<file path="config.mk">
export PLATFORM = sky130hd
export DESIGN_NAME = oam_dma_controller
export DESIGN_NICKNAME = d
export VERILOG_FILES = /design/src/rtl/oam_dma_controller.sv
export SDC_FILE = /design/constraint.sdc
export NUM_CORES = 1
export LEC_CHECK = 0
export CORE_ASPECT_RATIO = 0.7
export CORE_MARGIN = 8
export CORE_UTILIZATION = 33
export DETAILED_ROUTE_END_ITERATION = 10
export PLACE_DENSITY = 0.87
export SLEW_MARGIN = 15
export SYNTH_ARGS = -nofsm -noshare
export SYNTH_HDL_FRONTEND = slang
export SYNTH_SLANG_ARGS = --single-unit
</file>
<file path="constraint.sdc">
create_clock -name clock -period 2.16 [get_ports clock]
set_clock_uncertainty 0.2 [all_clocks]
set_input_delay 0.324 -clock clock [delete_from_list [all_inputs] [get_ports clock]]
set_output_delay 0.324 -clock clock [all_outputs]
set_load 0.005 [all_outputs]
</file>
<file path="src/rtl/oam_dma_controller.sv">
// rtl/oam_dma_controller.sv - Game Boy OAM DMA sequencer (FF46 -> FE00..FE9F)
// Optional CPU lockout enabled by defining OAM_DMA_CPU_LOCKOUT_EN.
module oam_dma_controller #(
  parameter int          BYTES_PER_XFER  = 160,
  parameter int          CYCLES_PER_BYTE = 4,
  parameter logic [15:0] REG_ADDR        = 16'hFF46
) (
  input  logic        clock,
  input  logic        reset,
  input  logic [15:0] cpu_addr,
  input  logic        cpu_wren,
  input  logic [7:0]  cpu_data_in,
  input  logic [7:0]  mem_rd_data,
  output logic        dma_read_en,
  output logic [15:0] dma_src_addr,
  output logic [7:0]  dma_oam_addr,
  output logic [7:0]  dma_oam_wdata,
  output logic        dma_oam_wren,
  output logic        dma_active,
  output logic        dma_done,
  output logic        cpu_blocked,
  output logic        reg_sel,
  output logic [7:0]  reg_data_out
);

  localparam int               SUB_W    = (CYCLES_PER_BYTE > 2) ? $clog2(CYCLES_PER_BYTE) : 1;
  localparam logic [SUB_W-1:0] LAST_SUB = SUB_W'(CYCLES_PER_BYTE - 1);
  localparam logic [SUB_W-1:0] SUB_ONE  = SUB_W'(1);
  localparam logic [7:0]       LAST_IDX = 8'(BYTES_PER_XFER - 1);

  typedef enum logic [1:0] {
    ST_IDLE  = 2'd0,
    ST_START = 2'd1,
    ST_XFER  = 2'd2
  } state_t;

  state_t           r_state;
  state_t           w_state_nxt;
  logic [7:0]       r_src;
  logic [7:0]       w_src_nxt;
  logic [7:0]       r_idx;
  logic [7:0]       w_idx_nxt;
  logic [SUB_W-1:0] r_sub;
  logic [SUB_W-1:0] w_sub_nxt;
  logic             r_done;
  logic             w_done_nxt;
  logic             w_trig;
  logic             w_slot_end;
  logic             w_last_slot;
  logic [7:0]       w_eff_src;

  assign w_trig      = cpu_wren && (cpu_addr == REG_ADDR);
  assign w_slot_end  = (r_sub == LAST_SUB);
  assign w_last_slot = (r_idx == LAST_IDX);
  // Echo RAM source pages (E0..FF) are fetched from the WRAM they mirror.
  assign w_eff_src   = (r_src >= 8'hE0) ? (r_src - 8'h20) : r_src;

  always_ff @(posedge clock) begin
    if (reset) begin
      r_state <= ST_IDLE;
      r_src   <= 8'h00;
      r_idx   <= 8'h00;
      r_sub   <= '0;
      r_done  <= 1'b0;
    end else begin
      r_state <= w_state_nxt;
      r_src   <= w_src_nxt;
      r_idx   <= w_idx_nxt;
      r_sub   <= w_sub_nxt;
      r_done  <= w_done_nxt;
    end
  end

  always_comb begin
    w_state_nxt   = r_state;
    w_src_nxt     = r_src;
    w_idx_nxt     = r_idx;
    w_sub_nxt     = r_sub;
    w_done_nxt    = 1'b0;
    dma_active    = 1'b0;
    dma_read_en   = 1'b0;
    dma_src_addr  = 16'h0000;
    dma_oam_addr  = 8'h00;
    dma_oam_wren  = 1'b0;
    dma_oam_wdata = 8'h00;
    case (r_state)
      ST_START: begin
        dma_active = 1'b1;
        if (w_slot_end) begin
          w_state_nxt = ST_XFER;
          w_sub_nxt   = '0;
          w_idx_nxt   = 8'h00;
        end else begin
          w_sub_nxt = r_sub + SUB_ONE;
        end
      end
      ST_XFER: begin
        dma_active   = 1'b1;
        dma_read_en  = 1'b1;
        dma_src_addr = {w_eff_src, r_idx};
        dma_oam_addr = r_idx;
        if (w_slot_end) begin
          // Source address has been stable since sub-cycle 0, so read data is settled.
          dma_oam_wren  = !w_trig;
          dma_oam_wdata = w_trig ? 8'h00 : mem_rd_data;
          w_sub_nxt     = '0;
          if (w_last_slot) begin
            w_state_nxt = ST_IDLE;
            w_idx_nxt   = 8'h00;
            w_done_nxt  = 1'b1;
          end else begin
            w_idx_nxt = r_idx + 8'd1;
          end
        end else begin
          w_sub_nxt = r_sub + SUB_ONE;
        end
      end
      default: begin
      end
    endcase
    // A register write restarts from any state and cancels any write or done on this edge.
    if (w_trig) begin
      w_state_nxt = ST_START;
      w_src_nxt   = cpu_data_in;
      w_idx_nxt   = 8'h00;
      w_sub_nxt   = '0;
      w_done_nxt  = 1'b0;
    end
  end

  assign dma_done     = r_done;
  assign reg_sel      = (cpu_addr == REG_ADDR);
  assign reg_data_out = r_src;

`ifdef OAM_DMA_CPU_LOCKOUT_EN
  logic w_in_hram;
  assign w_in_hram   = (cpu_addr >= 16'hFF80) && (cpu_addr <= 16'hFFFE);
  assign cpu_blocked = dma_active && !w_in_hram && !reg_sel;
`else
  assign cpu_blocked = 1'b0;
`endif

endmodule

</file>
==> summary.txt <==
worst endpoint required time: 1640 ps
Die X-Extent: 90.9 um
Placed Area: 0.00212 sq mm
arrival time worst endpoint: 1830 ps
Synth Instances: 165
Peak Freq: 425 MHz
most common cell after layout, fill and taps aside: clkdlybuf4s50_1
failing checks: negative setup slack
Final #Nets: 289
Setup Viol. Count Final: 10
adder-cell share of the synthesized area: 4.83%
Pins Over Slew Limit: 0
area leader, netlist: dfxtp_1
hold path depth: 2
first-pass GRT wire length: 7.54 mm
Starting Density: 33.7%
Antenna Nets Post-Route: 0
Clk Latency, worst-skew pair: 260 ps
setup ws final: -194 ps
XOR/XNOR share of the synthesized area: 1.35%
crit path from: cpu_addr[4]
port bufs: 79
antenna cells: 0
total gr overflow: 0
Reg-to-Reg Start: r_state[0]
DR pass1 iterations: 4
hold path start: reg_data_out[0]
Static Leakage: 1.19 nW
Die Ht: 68.4 um
core area: 0.00385 sq mm
CTS root buf: clkbuf_8
hpwl dp: 3.49 mm
CTS tree: yes
DRC viols: 0
clock slew at reported path FFs: 70 ps
die area: 0.00622 sq mm
synth top area cells: dfxtp_1 (32%), and2_1 (11%), a21oi_1 (6.9%), buf_4 (5.8%), ha_1 (4.8%)
worst hold slack: 296 ps
syn nets: 205
startpoint types: input pin
worst reg2reg path depth: 7
Crit Path Class: input pin to output port
outcome: finished with violations
clk buf depth: 2
Area growth, synth to finish: 79.8%
Post-Synth Simple-Gate Area: 30.3%
Post-Layout Inst Area: 0.00233 sq mm
# rows: 19
CTS H-tree depth: 1
end of the worst register-to-register path: r_idx[7]
Clock Sinks: 21
Vias/cell: 5.08
maxcap violations: 0
Hold Path End: reg_data_out[0]
worst min path class: register to register
highest-count cells in the layout ignoring fill and taps: clkdlybuf4s50_1 (36), and2_1 (19), dfxtp_1 (19), dlymetal6s2s_1 (19), a21oi_1 (17)
Distinct cells, synth: 36
layout cells sized above 1: 23.4%
# IOs: 81
main combinational cell family by area after synthesis: simple AND/OR/NAND/NOR gates
Post-Layout Cell Count: 300
total power draw: 0.000819 W
Final min period: 2350 ps
CTS Buf Count: 3
largest net degree at the start of global routing: 13
flops & latches, synth: 21
FF-to-FF setup slack: 50 ps
mapped cell area: 0.00130 sq mm
post-synth top area share: 32.4%
RD Place Congestion: 0.815
post-synthesis sequential area ratio: 32.4%
GR Util All Layers: 15.0%
mux contribution to synthesized area: 0.772%
CP Max Fanout: 5
power density cells: 351 mW/mm^2
initial antenna violation count: 0
DR vias: 1,523
RSZ-0062 raised after global routing: true
wire per inst: 16.7 um
Mean Syn Cell Area: 7.86 sq um
vias in the first global route: 1,460
CP endpoint kind: output port
Compound-Gate Fraction of Synth Area: 17.4%
placed insts: 287
routed wire length: 5.00 mm
Final Cycle Share: 109%
Max VDD drop: 0.288 mV
final hold vios: 0
drt initial violations: 179
synth warn: 0
Setup WS pre-CTS: -916 ps
==> synthesized netlist by cell type, drive strengths merged <==
library cell	instances
nor2b	1
mux2i	1
o41ai	1
inv	7
or4b	3
and2	22
a211oi	1
nand2	10
a22oi	1
ha	5
xnor2	2
or2	1
nor2	5
or4	3
o221ai	1
buf	13
a21o	2
nand4bb	1
nor4	3
a21oi	19
nand4	3
dfxtp	21
clkbuf	6
nor3	5
conb	1
a31oi	2
o21ba	1
nand3	12
o21ai	11
clkinv	1
==> what timing repair did <==
action / in CTS / in global routing
buffers inserted: 2 / 6
resized for setup: 79 / 34
pin swaps: 13 / 14
hold buffers: 0 / 0
cloned: 2 / 0
endpoints found under the setup margin: 53 / 44
==> sequential cells by signal, indices dropped and copies added, names as in the netlist <==
signal,cells
r_idx,8
reg_data_out,8
r_state,2
r_sub,2
dma_done,1
==> routing by layer <==
metal	vias up	GRT usage (%)	wire length, um
li1	738	-	-
met1	722	15.5	1940
met2	59	29.5	2670
met3	4	5.26	353
met4	0	3.04	40
met5	-	0	0
==> logic make-up (layout without fill, tap and decap cells) <==
group,count (synthesis),in the layout
xor+xnor,2,2
flops,21,21
compound gates,39,41
other cells,1,1
buf+inv,27,108
fa+ha+maj,5,5
mux,1,1
simple gates,69,69
==> worst max-delay path, stage by stage <==
cell,delay (ps)
buf_6,90
or4b_4,530
or4_4,460
clkinv_4,90
a21oi_4,60
and2_1,140
buf_2,120
==> power by group <==
| group | leakage [nW] | internal (W) | switching [W] |
|---|---|---|---|
| Clock | 0.0228 | 0.000131 | 0.000122 |
| Combinational | 0.994 | 0.000102 | 0.0000687 |
| Sequential | 0.171 | 0.000390 | 0.00000418 |
==> worst max path at each step <==
stage	end
2_1_floorplan	dma_oam_wdata[0]
3_3_place_gp	dma_oam_wdata[5]
3_5_place_dp	dma_oam_wdata[5]
4_1_cts	dma_oam_wdata[2]
5_1_grt	dma_oam_wdata[4]
6_report	dma_oam_wdata[3]
==> cell type report <==
type,count,area (sq um)
Sequential cell,21,425
Tap cell,52,65.1
Multi-Input combinational cell,119,826
Timing Repair Buffer,96,935
Fill cell,331,1520
Clock buffer,4,45.0
Inverter,8,35.0
==> stage by stage <==
stage	TNS [ps]	util [%]
after floorplan	-55.7	-
after global placement	-18670	55.1
after detailed placement	-21210	55.1
after CTS	-2440	57.0
after global routing	-2120	60.5
final	-1740	60.5
No activity file was read; power rests on OpenSTA's default activity.
